## src/rtl/ps2_pkg.sv

```systemverilog
// ps2_pkg: shared types and constants for the PS/2 keyboard receiver.
//   state_t         deframer FSM encoding (IDLE, DATA, PARITY, STOP)
//   FRAME_BITS      bits per PS/2 frame (start, 8 data, parity, stop)
//   BREAK_CODE      scan-code prefix that marks a key release
//   DEF_TIMEOUT_CYC default clk cycles before a stalled frame is abandoned
package ps2_pkg;
   typedef enum logic [1:0] {IDLE, DATA, PARITY, STOP} state_t;
   localparam int FRAME_BITS = 11;
   localparam logic [7:0] BREAK_CODE = 8'hF0;
   localparam int DEF_TIMEOUT_CYC = 50000;
endpackage

```

## src/rtl/ps2_kbd_rx_if.sv

```systemverilog
// ps2_kbd_rx_if: MIO-side read port of the PS/2 receiver.
//   rd_en, clr_err           pop strobe and sticky-flag clear (driven by master)
//   data_out, valid, count   FWFT FIFO head byte, not-empty, occupancy
//   overflow, frame_err      sticky error flags
//   master: bus side; slave: receiver side.
interface ps2_kbd_rx_if #(parameter int FIFO_DEPTH = 8);
   logic rd_en;
   logic clr_err;
   logic [7:0] data_out;
   logic valid;
   logic [$clog2(FIFO_DEPTH):0] count;
   logic overflow;
   logic frame_err;
   modport master(output rd_en, clr_err, input data_out, valid, count, overflow, frame_err);
   modport slave(input rd_en, clr_err, output data_out, valid, count, overflow, frame_err);
endinterface

```

## src/rtl/ps2_fifo.sv

```systemverilog
// ps2_fifo: first-word fall-through byte FIFO.
//   clk, rst      clock, asynchronous active-high reset
//   push, din     write request and byte; accepted when not full or when popping
//   pop           read request; ignored when empty
//   dout          head byte, 0 when empty
//   full, empty   occupancy status
//   count         current occupancy
module ps2_fifo #(
   parameter int DEPTH = 8
) (
   input  logic                     clk,
   input  logic                     rst,
   input  logic                     push,
   input  logic                     pop,
   input  logic [7:0]               din,
   output logic [7:0]               dout,
   output logic                     full,
   output logic                     empty,
   output logic [$clog2(DEPTH):0]   count
);
   localparam int AW = $clog2(DEPTH);
   logic [7:0] mem [DEPTH];
   logic [AW-1:0] wp, rp;
   logic wr, rd;
   assign full  = count == (AW+1)'(DEPTH);
   assign empty = count == '0;
   assign rd    = pop & ~empty;
   // a pop in the same cycle frees the slot, so a full FIFO still accepts
   assign wr    = push & (~full | rd);
   assign dout  = empty ? '0 : mem[rp];
   always_ff @(posedge clk or posedge rst)
      if (rst) begin
         wp    <= '0;
         rp    <= '0;
         count <= '0;
      end else begin
         if (wr) wp <= wp + AW'(1);
         if (rd) rp <= rp + AW'(1);
         count <= count + (AW+1)'(wr) - (AW+1)'(rd);
      end
   always_ff @(posedge clk)
      if (wr) mem[wp] <= din;
endmodule

```

## src/rtl/ps2_kbd_rx.sv

```systemverilog
// ps2_kbd_rx: PS/2 keyboard deframer feeding a scan-code FIFO read by MIO_BUS.
//   clk, rst           system clock, asynchronous active-high reset
//   ps2_clk, ps2_data  raw PS/2 pins, asynchronous to clk
//   bus (slave)        rd_en/clr_err in; data_out/valid/count/overflow/frame_err out
// Build option PS2_BREAK_FILTER_EN: drop 0xF0 and the byte after it, so only
// make codes are queued.
module ps2_kbd_rx import ps2_pkg::*; #(
   parameter int FIFO_DEPTH  = 8,
   parameter int TIMEOUT_CYC = DEF_TIMEOUT_CYC,
   parameter int SYNC_STAGES = 2
) (
   input  logic         clk,
   input  logic         rst,
   input  logic         ps2_clk,
   input  logic         ps2_data,
   ps2_kbd_rx_if.slave  bus
);
   localparam int TW = $clog2(TIMEOUT_CYC);
   logic [SYNC_STAGES-1:0] ck_sr, dt_sr;
   logic ck_s, dt_s, ck_prev, fall;
   state_t state, state_n;
   logic [2:0] idx;
   logic [7:0] sh, byte_q;
   logic start_b, par_b, push_q, full, empty;
   logic [TW-1:0] to_cnt;
   logic to_hit, frame_end, good, bad, accept;
   assign ck_s = ck_sr[SYNC_STAGES-1];
   assign dt_s = dt_sr[SYNC_STAGES-1];
   assign fall = ck_prev & ~ck_s;
   // a falling edge in the same cycle keeps the frame alive
   assign to_hit = (state != IDLE) & ~fall & (to_cnt == TW'(TIMEOUT_CYC - 1));
   assign frame_end = fall & (state == STOP);
   assign good = frame_end & ~start_b & (^{sh, par_b}) & dt_s;
   assign bad  = frame_end & ~good;
`ifdef PS2_BREAK_FILTER_EN
   logic brk;
   assign accept = good & ~brk & (sh != BREAK_CODE);
   always_ff @(posedge clk or posedge rst)
      if (rst) brk <= 1'b0;
      else if (bad | to_hit) brk <= 1'b0;
      else if (good) brk <= ~brk & (sh == BREAK_CODE);
`else
   assign accept = good;
`endif
   always_comb begin
      state_n = to_hit ? IDLE :
                !fall ? state :
                state == IDLE ? DATA :
                state == DATA ? (idx == 3'd7 ? PARITY : DATA) :
                state == PARITY ? STOP : IDLE;
   end
   always_ff @(posedge clk or posedge rst)
      if (rst) state <= IDLE;
      else state <= state_n;
   always_ff @(posedge clk or posedge rst)
      if (rst) begin
         ck_sr         <= '1;
         dt_sr         <= '1;
         ck_prev       <= 1'b1;
         idx           <= '0;
         sh            <= '0;
         start_b       <= 1'b0;
         par_b         <= 1'b0;
         to_cnt        <= '0;
         push_q        <= 1'b0;
         byte_q        <= '0;
         bus.overflow  <= 1'b0;
         bus.frame_err <= 1'b0;
      end else begin
         ck_sr   <= {ck_sr[SYNC_STAGES-2:0], ps2_clk};
         dt_sr   <= {dt_sr[SYNC_STAGES-2:0], ps2_data};
         ck_prev <= ck_s;
         to_cnt  <= (fall | to_hit | (state == IDLE)) ? '0 : to_cnt + TW'(1);
         if (fall && state == IDLE) begin
            start_b <= dt_s;
            idx     <= '0;
         end
         if (fall && state == DATA) begin
            sh  <= {dt_s, sh[7:1]};
            idx <= idx + 3'd1;
         end
         if (fall && state == PARITY) par_b <= dt_s;
         push_q <= accept;
         byte_q <= sh;
         // a new error event outranks a coincident clear
         bus.frame_err <= bad | to_hit | (bus.frame_err & ~bus.clr_err);
         bus.overflow  <= (push_q & full & ~bus.rd_en) | (bus.overflow & ~bus.clr_err);
      end
   ps2_fifo #(.DEPTH(FIFO_DEPTH)) u_fifo (
      .clk   (clk),
      .rst   (rst),
      .push  (push_q),
      .pop   (bus.rd_en),
      .din   (byte_q),
      .dout  (bus.data_out),
      .full  (full),
      .empty (empty),
      .count (bus.count)
   );
   assign bus.valid = ~empty;
endmodule

```

## src/flat_wrapper.sv

```systemverilog
// flat-port wrapper written by rule: the top's interface ports become plain ports
module ps2_kbd_rx_flat import ps2_pkg::*;
#(
   parameter int FIFO_DEPTH  = 8,
   parameter int TIMEOUT_CYC = DEF_TIMEOUT_CYC,
   parameter int SYNC_STAGES = 2
)
  (clk, rst, ps2_clk, ps2_data, bus_rd_en, bus_clr_err, bus_data_out, bus_valid, bus_count, bus_overflow, bus_frame_err);
  ps2_kbd_rx_if #(.FIFO_DEPTH(FIFO_DEPTH)) bus_i ();
  input  logic clk;
  input  logic rst;
  input  logic ps2_clk;
  input  logic ps2_data;
  input wire logic [$bits(bus_i.rd_en)-1:0] bus_rd_en;
  input wire logic [$bits(bus_i.clr_err)-1:0] bus_clr_err;
  output wire logic [$bits(bus_i.data_out)-1:0] bus_data_out;
  output wire logic [$bits(bus_i.valid)-1:0] bus_valid;
  output wire logic [$bits(bus_i.count)-1:0] bus_count;
  output wire logic [$bits(bus_i.overflow)-1:0] bus_overflow;
  output wire logic [$bits(bus_i.frame_err)-1:0] bus_frame_err;
  assign bus_i.rd_en = bus_rd_en;
  assign bus_i.clr_err = bus_clr_err;
  assign bus_data_out = bus_i.data_out;
  assign bus_valid = bus_i.valid;
  assign bus_count = bus_i.count;
  assign bus_overflow = bus_i.overflow;
  assign bus_frame_err = bus_i.frame_err;
  ps2_kbd_rx #(.FIFO_DEPTH(FIFO_DEPTH), .TIMEOUT_CYC(TIMEOUT_CYC), .SYNC_STAGES(SYNC_STAGES)) u_core (.clk(clk), .rst(rst), .ps2_clk(ps2_clk), .ps2_data(ps2_data), .bus(bus_i));
endmodule
```

## config.mk

```make
export PLATFORM = sky130hd
export DESIGN_NAME = ps2_kbd_rx_flat
export DESIGN_NICKNAME = d
export VERILOG_FILES = /design/src/rtl/ps2_pkg.sv /design/src/rtl/ps2_kbd_rx_if.sv /design/src/rtl/ps2_fifo.sv /design/src/rtl/ps2_kbd_rx.sv /design/src/flat_wrapper.sv
export SDC_FILE = /design/constraint.sdc
export NUM_CORES = 1
export LEC_CHECK = 0
export ABC_AREA = 1
export BUFFER_PORTS_ARGS = -buffer_cell sky130_fd_sc_hd__buf_4
export CAP_MARGIN = 20
export CELL_PAD_IN_SITES_DETAIL_PLACEMENT = 0
export CELL_PAD_IN_SITES_GLOBAL_PLACEMENT = 1
export CORE_UTILIZATION = 41
export CTS_CLUSTER_SIZE = 12
export DETAILED_ROUTE_END_ITERATION = 10
export MAX_ROUTING_LAYER = met4
export PLACE_DENSITY = 0.73
export SETUP_SLACK_MARGIN = 0.5
export SLEW_MARGIN = 0
export SYNTH_ARGS = -nofsm -noshare
export SYNTH_HDL_FRONTEND = slang
export SYNTH_SLANG_ARGS = --single-unit
```

## constraint.sdc

```tcl
create_clock -name clk -period 3.3 [get_ports clk]
set_clock_uncertainty 0.05 [all_clocks]
set_input_delay 0.165 -clock clk [delete_from_list [all_inputs] [get_ports clk]]
set_output_delay 0.165 -clock clk [all_outputs]
set_load 0.005 [all_outputs]
```

==> impl_metrics.ini <==
[run_status]
status = finished clean

[setup_path]
rr_worst_depth = 8
cp.arrival_ns = 2.32
path_cells = inv_1 -> o21ai_0 -> o22ai_1 -> o21ai_0 -> a31oi_1 -> buf_4
cp-end-kind = output port
cpMostUsedCell = o21ai_0
critical_path_class = register to output port
slowest_stage = dfrtp_1
r2r-start = u_core.u_fifo.count[2]$_DFF_PP0_
rr_endpoint = u_core.u_fifo.mem[2][5]$_DFFE_PP_
required_ns = 3.08
reg2reg_slack_ns = 0.98
worst-path-buf-inv = 2
cp_max_fo = 18
start_kind = register
cp_top_family = compound AO/OA/AOI/OAI gates
slowest_delay_ns = 0.57

[route]
vias = 3556
via_per_inst = 4.86
drt_drc_violations_left = 0
ant_nets = 0
drt_iter0_markers = 185
totalWireLength_um = 10900
routedWlPerCell_um = 14.8
drt-pass1-iter-count = 5

[placement]
gp_congestion = 0.831
dp_hpwl_um = 7410
dp.cells = 695
io_buffers = 20

[layout]
final_layout_size_suffix_gt1_share_pct = 17.3
layout.cells.non_filler = 732
utilization_pct = 50.3
diodes = 0
nets = 566
area_growth_pct = 18.8

[global_routing]
grt_pass1_vias = 3458
antenna_found_initial = 0
grt_usage_pct = 18.8
grt_pass1_wl_um = 17800
overflow = 0
grt_max_degree = 35

[logic_synthesis]
synth_top_area_share_pct = 35.8
synth_commonest_cells = nand2_1 (89), nor2_1 (77), edfxtp_1 (64)
postSynth.asyncResetShare_pct = 47.1
postSynthCellCount = 512
avgSynthCellArea_um2 = 10.5
synth_ff_type = edfxtp_1
yosysSeqAreaShare_pct = 62.5
yosysTopAreaCell = edfxtp_1
yosysWarnings = 0
synth_nets = 530
yosys-top-cells-area = edfxtp_1 (36%), dfrtp_1 (24%), nand2_1 (6.2%), nor2_1 (5.4%), o21ai_0 (4.6%)
ys_ff_latch = 121
synth_edf_count = 64
synth_most_common_cell = nand2_1
syn_area_mm2 = 0.00537
ys_types = 38

[min_path]
hold_path_depth = 0
min_to = u_core.dt_sr[1]$_DFF_PP1_
hp-start = u_core.dt_sr[0]$_DFF_PP1_
hold_path.class = register to register

[floorplan]
start_util_pct = 42.4
rows = 41
core_area_mm2 = 0.0127
io_pins = 21
design.die.area_mm2 = 0.0136
die_y_um = 116
die_w_um = 116

[clock_tree]
numCtsBuffers = 17
htree_levels = 4
cts_sinks = 121
clk_pin_slew_worst_paths_ns = 0.05
cts_root_buf = clkbuf_16
cts_tree = done
clkLatencyLatePin_ns = 0.41
cts_setup_buffers = 0
clockBufferDepth = 2

[timing]
fin_hold_ws_ns = 0.304
rsz0062_at_grt = no
finalCriticalPeriod_ns = 2.53
max_freq_ghz = 0.395
setup_tns_ns = 0
slew-limit-headroom_pct = 49.9
hold_viol = 0
setup-violations-final = 0
worstMarginPinSlew_ns = 0.749
min_period_over_period_pct = 76.7
final_max_slew_viol_count = 0

[pwr]
peakVddDrop_mv = 0.294
p_per_area_mw_per_mm2 = 824
p_leak_nw = 2.63
total_power_w = 0.00526

[run]
cap_violations = 0
## layer usage
layer	vias up	GRT usage [%]	share of wire [%]
met1	1690	23.1	45
met4	0	8.21	1.8
met5	-	-	0
met2	66	29.9	49
met3	17	4.05	4.3
li1	1783	-	-
## logic make-up after synthesis
logic type	after synthesis	share of synthesized area [%]
flops	121	62.5
xor+xnor	12	1.96
fa+ha+maj	12	2.94
buf+inv	64	4.99
simple gates	225	19.6
compound gates	78	8.06
## area by class of cell
cell class	instances	area, µm²
Clock buffer	18	429
Timing Repair Buffer	29	233
Clock inverter	13	203
Tap cell	172	215
Sequential cell	121	3350
Multi-Input combinational cell	327	1750
Inverter	52	195
Fill cell	1173	6290
## power by group
group / switching, W / internal [W]
Clock: 0.000647 / 0.00133
Combinational: 0.000747 / 0.000511
Sequential: 0.000220 / 0.00180
## sequential cells by signal, indices dropped and copies added, names as in the netlist, 3 cells and up
signal,cells
u_core.u_fifo.mem,64
u_core.idx,3
u_core.to_cnt,16
u_core.u_fifo.rp,3
u_core.byte_q,8
u_core.u_fifo.count,4
u_core.u_fifo.wp,3
u_core.sh,8
## how the worst max path moves through the flow
stage | from | endpoint | cells past startpoint
2_1_floorplan | u_core.u_fifo.count[2]$_DFF_PP0_ | u_core.u_fifo.count[2]$_DFF_PP0_ | 11
3_3_place_gp | u_core.u_fifo.count[2]$_DFF_PP0_ | u_core.u_fifo.mem[7][0]$_DFFE_PP_ | 9
3_5_place_dp | u_core.u_fifo.count[2]$_DFF_PP0_ | u_core.u_fifo.mem[2][4]$_DFFE_PP_ | 8
4_1_cts | u_core.u_fifo.rp[1]$_DFFE_PP0P_ | bus_data_out[4] | 6
5_1_grt | u_core.u_fifo.rp[1]$_DFFE_PP0P_ | bus_data_out[7] | 6
6_report | u_core.u_fifo.rp[1]$_DFFE_PP0P_ | bus_data_out[1] | 6
## stage by stage
stage | cell area [µm²] | setup WS, ns
after floorplan | 5370 | 1.15
after global placement | 5680 | 1.04
after detailed placement | 5680 | 0.953
after CTS | 6380 | 0.730
after global routing | 6380 | 0.550
final | 6380 | 0.767
## repair_timing
item | 4_1_cts | 5_1_grt
resized for setup | 0 | 0
hold buffers | 6 | 0
endpoints found under the hold margin | 24 | 0
setup endpoints to repair | 0 | 0
## cell usage in the layout (no fill, tap or decap), drive strengths merged
cell,synthesis,final
xnor2,2,2
fa,1,1
or2,2,2
a31oi,9,9
o22ai,8,8
a41oi,1,1
dfstp,5,5
bufinv,0,5
inv,52,52
nand3,21,21
nand2,93,93
buf,10,23
nor2,93,93
ha,11,11
o32ai,1,1
nor4,2,2
dlygate4sd3,0,6
xor2,10,10
clkinvlp,0,5
edfxtp,64,64
o21ai,54,54
o21bai,1,1
clkinv,0,3
nor3,11,11
nand4,3,3
a21oi,4,4
clkbuf,2,18
dfrtp,52,52
(Power assumes the default switching activity.)
